--- src/rtl/mips_pkg.sv ---
// mips_pkg: opcode/funct constants, datapath select encodings and FSM state codes
// for the multicycle MIPS controller.
package mips_pkg;
  localparam logic [5:0] OP_RTYPE = 6'b000000;
  localparam logic [5:0] OP_J     = 6'b000010;
  localparam logic [5:0] OP_JAL   = 6'b000011;
  localparam logic [5:0] OP_BEQ   = 6'b000100;
  localparam logic [5:0] OP_BNE   = 6'b000101;
  localparam logic [5:0] OP_ADDI  = 6'b001000;
  localparam logic [5:0] OP_SLTI  = 6'b001010;
  localparam logic [5:0] OP_SLTIU = 6'b001011;
  localparam logic [5:0] OP_ANDI  = 6'b001100;
  localparam logic [5:0] OP_ORI   = 6'b001101;
  localparam logic [5:0] OP_XORI  = 6'b001110;
  localparam logic [5:0] OP_LUI   = 6'b001111;
  localparam logic [5:0] OP_LW    = 6'b100011;
  localparam logic [5:0] OP_SW    = 6'b101011;
  localparam logic [5:0] FN_JR    = 6'b001000;
  localparam logic [3:0] ALU_ADD   = 4'b0000;
  localparam logic [3:0] ALU_SUB   = 4'b0001;
  localparam logic [3:0] ALU_FUNCT = 4'b0010;
  localparam logic [3:0] ALU_AND   = 4'b0011;
  localparam logic [3:0] ALU_OR    = 4'b0100;
  localparam logic [3:0] ALU_XOR   = 4'b0101;
  localparam logic [3:0] ALU_SLT   = 4'b0110;
  localparam logic [3:0] ALU_LUI   = 4'b0111;
  localparam logic [3:0] ALU_SLTU  = 4'b1000;
  localparam logic [1:0] PC_ALU    = 2'b00;
  localparam logic [1:0] PC_ALUOUT = 2'b01;
  localparam logic [1:0] PC_JUMP   = 2'b10;
  localparam logic [1:0] PC_RS     = 2'b11;
  localparam logic [1:0] SRCB_B    = 2'b00;
  localparam logic [1:0] SRCB_FOUR = 2'b01;
  localparam logic [1:0] SRCB_IMM  = 2'b10;
  localparam logic [1:0] SRCB_IMM4 = 2'b11;
  localparam logic [1:0] RD_RT = 2'b00;
  localparam logic [1:0] RD_RD = 2'b01;
  localparam logic [1:0] RD_RA = 2'b10;
  localparam logic [2:0] M2R_ALUOUT = 3'b000;
  localparam logic [2:0] M2R_MDR    = 3'b001;
  localparam logic [2:0] M2R_PC     = 3'b010;
  typedef enum logic [3:0] {
    S_FETCH, S_DECODE, S_MEM_ADDR, S_MEM_RD, S_MEM_WB, S_MEM_WR,
    S_EXEC_R, S_EXEC_I, S_ALU_WB, S_BRANCH, S_JUMP, S_JREG
  } state_t;
  typedef enum logic [2:0] {
    CL_MEM, CL_R, CL_I, CL_BRANCH, CL_JUMP, CL_JREG, CL_ILLEGAL
  } iclass_t;
endpackage

--- src/rtl/opcode_class.sv ---
// opcode_class: maps opcode/funct to an instruction class plus the I-type ALUOp and ImmSrc.
module opcode_class
  import mips_pkg::*;
(
  input  logic [5:0] opcode,
  input  logic [5:0] funct,
  output logic [2:0] cls,
  output logic [3:0] i_aluop,
  output logic       i_immsrc
);
  always_comb begin
    cls = CL_ILLEGAL;
    i_aluop = ALU_ADD;
    i_immsrc = 1'b0;
    case (opcode)
      OP_RTYPE:       cls = (funct == FN_JR) ? CL_JREG : CL_R;
      OP_LW, OP_SW:   cls = CL_MEM;
      OP_BEQ, OP_BNE: cls = CL_BRANCH;
      OP_J, OP_JAL:   cls = CL_JUMP;
      OP_ADDI:        cls = CL_I;
      OP_ANDI:  begin cls = CL_I; i_aluop = ALU_AND;  i_immsrc = 1'b1; end
      OP_ORI:   begin cls = CL_I; i_aluop = ALU_OR;   i_immsrc = 1'b1; end
      OP_XORI:  begin cls = CL_I; i_aluop = ALU_XOR;  i_immsrc = 1'b1; end
      OP_SLTI:  begin cls = CL_I; i_aluop = ALU_SLT;  end
      OP_SLTIU: begin cls = CL_I; i_aluop = ALU_SLTU; end
      OP_LUI:   begin cls = CL_I; i_aluop = ALU_LUI;  end
      default:        cls = CL_ILLEGAL;
    endcase
  end
endmodule

--- src/rtl/multicycle_control.sv ---
// multicycle_control: FSM sequencing fetch/decode/execute/memory/write-back for the
// multicycle MIPS datapath; all outputs are forced low while reset is high.
module multicycle_control
  import mips_pkg::*;
#(
  parameter int RESET_PC_HOLD = 0
) (
  input  logic       clk,
  input  logic       reset,
  input  logic [5:0] opcode,
  input  logic [5:0] funct,
  input  logic       zero,
  input  logic       mem_ready,
  output logic       PCWrite,
  output logic [1:0] PCSrc,
  output logic       IorD,
  output logic       MemRead,
  output logic       MemWrite,
  output logic       IRWrite,
  output logic [1:0] RegDst,
  output logic [2:0] MemToReg,
  output logic       RegWrite,
  output logic       ALUSrcA,
  output logic [1:0] ALUSrcB,
  output logic [3:0] ALUOp,
  output logic       ImmSrc,
  output logic       illegal_op,
  output logic [3:0] state
);
  state_t st, nst;
  logic [2:0] cls;
  logic [3:0] i_aluop;
  logic i_immsrc;
  logic [1:0] regdst_q;
  logic first_fetch;
  logic hold;
  opcode_class u_cls (
    .opcode(opcode),
    .funct(funct),
    .cls(cls),
    .i_aluop(i_aluop),
    .i_immsrc(i_immsrc)
  );
  assign hold = (RESET_PC_HOLD != 0) && first_fetch;
  assign state = reset ? S_FETCH : st;
  always_ff @(posedge clk) begin
    if (reset) begin
      st <= S_FETCH;
      regdst_q <= RD_RT;
      first_fetch <= 1'b1;
    end else begin
      st <= nst;
      if (st == S_EXEC_R) regdst_q <= RD_RD;
      else if (st == S_EXEC_I) regdst_q <= RD_RT;
      if (st == S_FETCH && mem_ready) first_fetch <= 1'b0;
    end
  end
  always_comb begin
    nst = S_FETCH;
    case (st)
      S_FETCH:    nst = mem_ready ? S_DECODE : S_FETCH;
      S_DECODE:   nst = (cls == CL_MEM)    ? S_MEM_ADDR :
                        (cls == CL_R)      ? S_EXEC_R :
                        (cls == CL_I)      ? S_EXEC_I :
                        (cls == CL_BRANCH) ? S_BRANCH :
                        (cls == CL_JUMP)   ? S_JUMP :
                        (cls == CL_JREG)   ? S_JREG : S_FETCH;
      S_MEM_ADDR: nst = (opcode == OP_LW) ? S_MEM_RD : S_MEM_WR;
      S_MEM_RD:   nst = mem_ready ? S_MEM_WB : S_MEM_RD;
      S_MEM_WR:   nst = mem_ready ? S_FETCH : S_MEM_WR;
      S_EXEC_R, S_EXEC_I: nst = S_ALU_WB;
      default:    nst = S_FETCH;
    endcase
  end
  always_comb begin
    PCWrite = 1'b0;
    PCSrc = PC_ALU;
    IorD = 1'b0;
    MemRead = 1'b0;
    MemWrite = 1'b0;
    IRWrite = 1'b0;
    RegDst = RD_RT;
    MemToReg = M2R_ALUOUT;
    RegWrite = 1'b0;
    ALUSrcA = 1'b0;
    ALUSrcB = SRCB_B;
    ALUOp = ALU_ADD;
    ImmSrc = 1'b0;
    illegal_op = 1'b0;
    if (!reset)
      case (st)
        S_FETCH: begin
          MemRead = 1'b1;
          ALUSrcB = SRCB_FOUR;
          IRWrite = mem_ready;
          PCWrite = mem_ready && !hold;
        end
        S_DECODE: begin
          ALUSrcB = SRCB_IMM4;
          illegal_op = (cls == CL_ILLEGAL);
        end
        S_MEM_ADDR: begin
          ALUSrcA = 1'b1;
          ALUSrcB = SRCB_IMM;
        end
        S_MEM_RD: begin
          MemRead = 1'b1;
          IorD = 1'b1;
        end
        S_MEM_WB: begin
          RegWrite = 1'b1;
          MemToReg = M2R_MDR;
        end
        S_MEM_WR: begin
          MemWrite = 1'b1;
          IorD = 1'b1;
        end
        S_EXEC_R: begin
          ALUSrcA = 1'b1;
          ALUOp = ALU_FUNCT;
        end
        S_EXEC_I: begin
          ALUSrcA = 1'b1;
          ALUSrcB = SRCB_IMM;
          ALUOp = i_aluop;
          ImmSrc = i_immsrc;
        end
        S_ALU_WB: begin
          RegWrite = 1'b1;
          RegDst = regdst_q;
        end
        S_BRANCH: begin
          ALUSrcA = 1'b1;
          ALUOp = ALU_SUB;
          PCSrc = PC_ALUOUT;
          PCWrite = (opcode == OP_BEQ && zero) || (opcode == OP_BNE && !zero);
        end
        S_JUMP: begin
          PCWrite = 1'b1;
          PCSrc = PC_JUMP;
          RegWrite = (opcode == OP_JAL);
          RegDst = (opcode == OP_JAL) ? RD_RA : RD_RT;
          MemToReg = (opcode == OP_JAL) ? M2R_PC : M2R_ALUOUT;
        end
        S_JREG: begin
          PCWrite = 1'b1;
          PCSrc = PC_RS;
        end
        default: ;
      endcase
  end
endmodule

--- config.mk ---
export PLATFORM = sky130hd
export DESIGN_NAME = multicycle_control
export DESIGN_NICKNAME = d
export VERILOG_FILES = /design/src/rtl/mips_pkg.sv /design/src/rtl/opcode_class.sv /design/src/rtl/multicycle_control.sv
export SDC_FILE = /design/constraint.sdc
export NUM_CORES = 1
export LEC_CHECK = 0
export CAP_MARGIN = 40
export CORE_UTILIZATION = 40
export DETAILED_ROUTE_END_ITERATION = 6
export PLACE_DENSITY = 0.89
export SYNTH_ARGS = -nofsm -noshare
export SYNTH_HDL_FRONTEND = slang
export SYNTH_SLANG_ARGS = --single-unit
export TNS_END_PERCENT = 20
--- constraint.sdc ---
create_clock -name clk -period 1.4 [get_ports clk]
set_input_delay 0.14 -clock clk [delete_from_list [all_inputs] [get_ports clk]]
set_output_delay 0.14 -clock clk [all_outputs]
set_load 0.01 [all_outputs]
==> results of run 1 <==
cells by family after synthesis:
family	after synthesis	share of synthesized area (%)
muxes	2	2.493
AOI/OAI and AO/OA	30	26.54
other	1	0.4395
and+or+nand+nor	72	44.58
xor gates and xnor gates	4	4.106
DFF	5	11.73
buffers and inverters	15	10.12
stage by stage:
| step | instances | TNS, ns | util [%] | area [sq um] |
|---|---|---|---|---|
| after floorplan | 129 | -0.1412 | - | 870.8 |
| after detailed placement | 242 | -15.51 | 83.96 | 1664 |
| after CTS | 256 | -1.089 | 92.93 | 1842 |
| after global placement | 242 | -13.62 | 83.96 | 1664 |
metal layers:
layer / overflow / GRT usage (%)
met4: 25 / 97.78
met2: 36 / 99.73
met3: 1 / 46.30
met5: 0 / 0
met1: 0 / 68.51
what timing repair did:
| action | CTS |
|---|---|
| gates resized for setup | 160 |
| pin swaps | 22 |
| setup endpoints to repair | 29 |
| setup buffers | 10 |
==> results.cfg, run 1 <==
[status]
status = aborted with a tool error
stop_stage = global routing
error_line = [ERROR GRT-0232] Routing congestion too high. Check the congestion heatmap in the GUI.

[timing]
worstEndpointGrtRepair = illegal_op
endpoint_type = top-level output

[clock_tree]
clock_sinks = 5
clockRootBuffer = clkbuf_4
htreeDepth = 1
ctsHoldBuffers = 0
numCtsBuffers = 3
clockBufferDepth = 2

[synthesis]
synth.distinct_cells = 47
synth_top_area_share_pct = 11.73
ys.flop_type = dfxtp_1
synth.most_common_cell = nor2_1
synth-warning-count = 0
synth_top_cell_by_area = dfxtp_1
syn_area_sq_um = 853.3
ys_seq_area_share_pct = 11.73
synth_nets = 145
syn_inst = 129
ys_top_cells_by_area = dfxtp_1 12%, nor2_1 10%, nand2_1 6.6%
synth_common_cells = 23 x nor2_1, 15 x nand2_1, 9 x a21oi_1, 6 x clkbuf_1
async_flop_share_pct = 0
syn_area_per_cell_sq_um = 6.615
synth-edff-count = 0
ys_ff_latch = 5

[floorplan]
die_w_um = 48.19
initial_core_util_pct = 43.06
rows = 16
fp.dieH_um = 48.19
num_io_pins = 42

[global_routing]
grt_max_degree = 8
grt_overflow = 62
track_usage_pct = 74.77

[place]
place_hpwl_um = 3055
preCtsSetupSlack_ns = -0.9222
gp_congestion = 0.9087
port_buffers = 40
==> inputs of run 2 (changes only) <==
--- a/config.mk
+++ b/config.mk
@@ -6,9 +6,10 @@
 export NUM_CORES = 1
 export LEC_CHECK = 0
 export CAP_MARGIN = 40
-export CORE_UTILIZATION = 40
+export CORE_AREA = 2 2 63 65
 export DETAILED_ROUTE_END_ITERATION = 6
-export PLACE_DENSITY = 0.89
+export DIE_AREA = 0 0 65 67
+export PLACE_DENSITY_LB_ADDON = 0.15
 export SYNTH_ARGS = -nofsm -noshare
 export SYNTH_HDL_FRONTEND = slang
 export SYNTH_SLANG_ARGS = --single-unit
==> results.cfg, run 2 <==
[status]
status = finished, violations left
violations = setup timing

[clock_tree]
numCtsBuffers = 3
clockRootBuffer = clkbuf_8
clkTransAtPathRegs_ns = 0.03
cts_tree = built
clockBufferDepth = 2
clock_latency_ns = 0.22
htreeDepth = 1
clock_sinks = 5
ctsHoldBuffers = 0

[synthesis]
ys_top_cells_by_area = dfxtp_1 12%, nor2_1 10%, nand2_1 6.6%
synth_top_cell_by_area = dfxtp_1
syn_area_sq_um = 853.3
syn_area_per_cell_sq_um = 6.615
async_flop_share_pct = 0
synth_nets = 145
syn_inst = 129
synth-edff-count = 0
ys_seq_area_share_pct = 11.73
ys.flop_type = dfxtp_1
synth_top_area_share_pct = 11.73
synth_common_cells = 23 x nor2_1, 15 x nand2_1, 9 x a21oi_1, 6 x clkbuf_1
synth.distinct_cells = 47
synth-warning-count = 0
synth.most_common_cell = nor2_1
ys_ff_latch = 5

[place]
port_buffers = 40
gp_congestion = 0.8264
dp_cells = 258
place_hpwl_um = 2805

[route]
first_pass_iters = 4
post-route-drc-count = 0
wl_per_cell_um = 13.03
drt_iter0_drc = 33
routed_wl_um = 3728
via_count = 1344
final_antenna_net_count = 0
vias_per_cell = 4.699

[floorplan]
coreArea_sq_mm = 0.003606
initial_core_util_pct = 23.66
num_io_pins = 42
dieArea_sq_mm = 0.004355
die_w_um = 65
rows = 22
fp.dieH_um = 67

[power_and_ir_drop]
p_leak_nw = 0.9771
power_density_mw_per_mm2 = 429.0
p_switching_uw = 274.5
p_comb_share_pct = 52.5
seq_power_share_pct = 17.9
clkPwrFrac_pct = 29.6
internal-power_uw = 596.2
power_uw = 870.7
ir_worst_vdd_v = 0.0003155
p_sw_share_pct = 31.52

[global_routing]
grt_pass1_vias = 1340
grt_pass1_wl_um = 6037
track_usage_pct = 17.49
antenna_found_initial = 0
grt_overflow = 0
grt_max_degree = 8

[layout]
reg_top3 = st: 4 flops, regdst_q: 1 flops
mostFrequentLayoutCell = buf_4
fin_util_pct = 56.28
fillCellCount = 355
regMostFlops = st
synthToLayoutAreaGrowth_pct = 137.8
multi_input_area_sq_um = 850.8
instances_no_fill = 286
register_area_sq_um = 115.1
largest_register_ffs = 4
num_antenna_cells = 0
drive_above_1_share_pct = 62.18
layout_common_cells = 60 x buf_4, 23 x buf_6, 20 x nor2_1
nets = 255

[setup_path]
setup.worst_path.end_class = output pin
rr_startpoint = st[0]$_SDFF_PP0_
worstPathMaxFanout = 5
worst_r2r_path_depth = 4
crit_chain = buf_6 > nor3_4 > and3_4 > buf_6 > o21bai_1 > buf_2
cp_common_cell = buf_6
setup.worst_path.start_class = register
cpPeakStageDelay_ns = 0.36
critPathSlowestCell = dfxtp_4
crit_type = reg -> out
timing.rr.end = st[2]$_SDFF_PP0_
arrival_ns = 1.40
critical_path_required_ns = 1.26
reg2reg_setup_slack_ns = 0.03

[worst_hold_path]
worst_hold_path_type = in -> reg
whs_endpoint = st[0]$_SDFF_PP0_
hp-start = opcode[2]
hold-path-cell-count = 4

[timing]
fin_crit_sh_pct = 109.7
finalSetupViolations = 11
min_period_ns = 1.536
fin_ws_ns = -0.1358
max_freq_mhz = 651.1
finalHoldViolations = 0
fin_worst_skew_ns = 0.001534
fin_tns_setup_ns = -0.5793
rsz0062_at_grt = yes
finalMaxSlewViolations = 0

[job]
max-cap-violations = 0
-- run 2: cell counts after synthesis --
Identical to the previous run, type by type.
-- run 2: per-layer routing --
metal / routed length [um] / up-vias / global-route usage [%]
met5: 0 / - / 0
met4: 38 / 0 / 3.191
met3: 126 / 6 / 1.182
met2: 1884 / 40 / 31.70
met1: 1680 / 618 / 22.78
li1: - / 680 / -
-- run 2: power groups by stage --
stage / clock network, mW / registers (mW) / logic (mW)
floorplan: 0 / 0.151 / 0.161
global placement: 0 / 0.159 / 0.355
detailed placement: 0 / 0.159 / 0.358
CTS: 0.267 / 0.157 / 0.402
global route: 0.280 / 0.158 / 0.491
finish: 0.258 / 0.156 / 0.457
-- run 2: worst max-delay path: cells and delay by family (launching register included) --
| kind | cells | cell delay (ns) |
|---|---|---|
| buffers and inverters | 3 | 0.37 |
| flip-flops | 1 | 0.36 |
| AND/OR/NAND/NOR | 2 | 0.36 |
| AO/OA/AOI/OAI | 1 | 0.09 |
-- run 2: through the flow --
stage                     setup slack (ns)  hold WS (ns)  area (sq um)
after floorplan                   -0.04800        0.3012         870.8
after global placement             -0.8768        0.4883          1653
after detailed placement           -0.8887        0.4915          1653
after CTS                          -0.1681        0.4484          1862
after global routing               -0.1999        0.4617          2029
final                              -0.1358        0.4100          2029
-- run 2: layout make-up --
cell class | instances | share of cell area (%)
repair buffers | 117 | 46.30
multi-input cells | 109 | 41.92
flip-flops and latches | 5 | 5.672
well taps | 48 | 2.959
clock buffers | 4 | 2.219
inverters | 3 | 0.9248
-- run 2: how the worst max path moves through the flow --
stage                startpoint         end  slack, ns  cells past startpoint
2_1_floorplan  st[1]$_SDFF_PP0_    ALUOp[1]      -0.05                      3
6_report       st[3]$_SDFF_PP0_     PCWrite      -0.14                      6
3_5_place_dp          opcode[0]  illegal_op      -0.89                      7
5_1_grt        st[2]$_SDFF_PP0_    RegWrite      -0.20                      6
3_3_place_gp          opcode[2]    ALUOp[1]      -0.88                      8
4_1_cts                funct[2]  illegal_op      -0.17                      6
-- run 2: logic make-up after synthesis --
kind of cell	Yosys count	share of synthesized area, %
AOI/OAI and AO/OA	30	26.54
xor gates and xnor gates	4	4.106
buffers and inverters	15	10.12
DFF	5	11.73
muxes	2	2.493
other	1	0.4395
and+or+nand+nor	72	44.58
-- run 2: repair_timing --
item	4_1_cts	5_1_grt
gates cloned	1	0
pin swaps	15	22
gates resized for setup	149	41
buffers inserted	14	10
endpoints found under the setup margin	29	25
(Power assumes the default switching activity.)
==> inputs of run 3 (changes only) <==
--- a/config.mk
+++ b/config.mk
@@ -5,7 +5,7 @@
 export SDC_FILE = /design/constraint.sdc
 export NUM_CORES = 1
 export LEC_CHECK = 0
-export CAP_MARGIN = 40
+export CAP_MARGIN = 5
 export CORE_AREA = 2 2 63 65
 export DETAILED_ROUTE_END_ITERATION = 6
 export DIE_AREA = 0 0 65 67
==> results of run 3 <==
The final DEF is identical to that of run 2; final timing and power are the same.
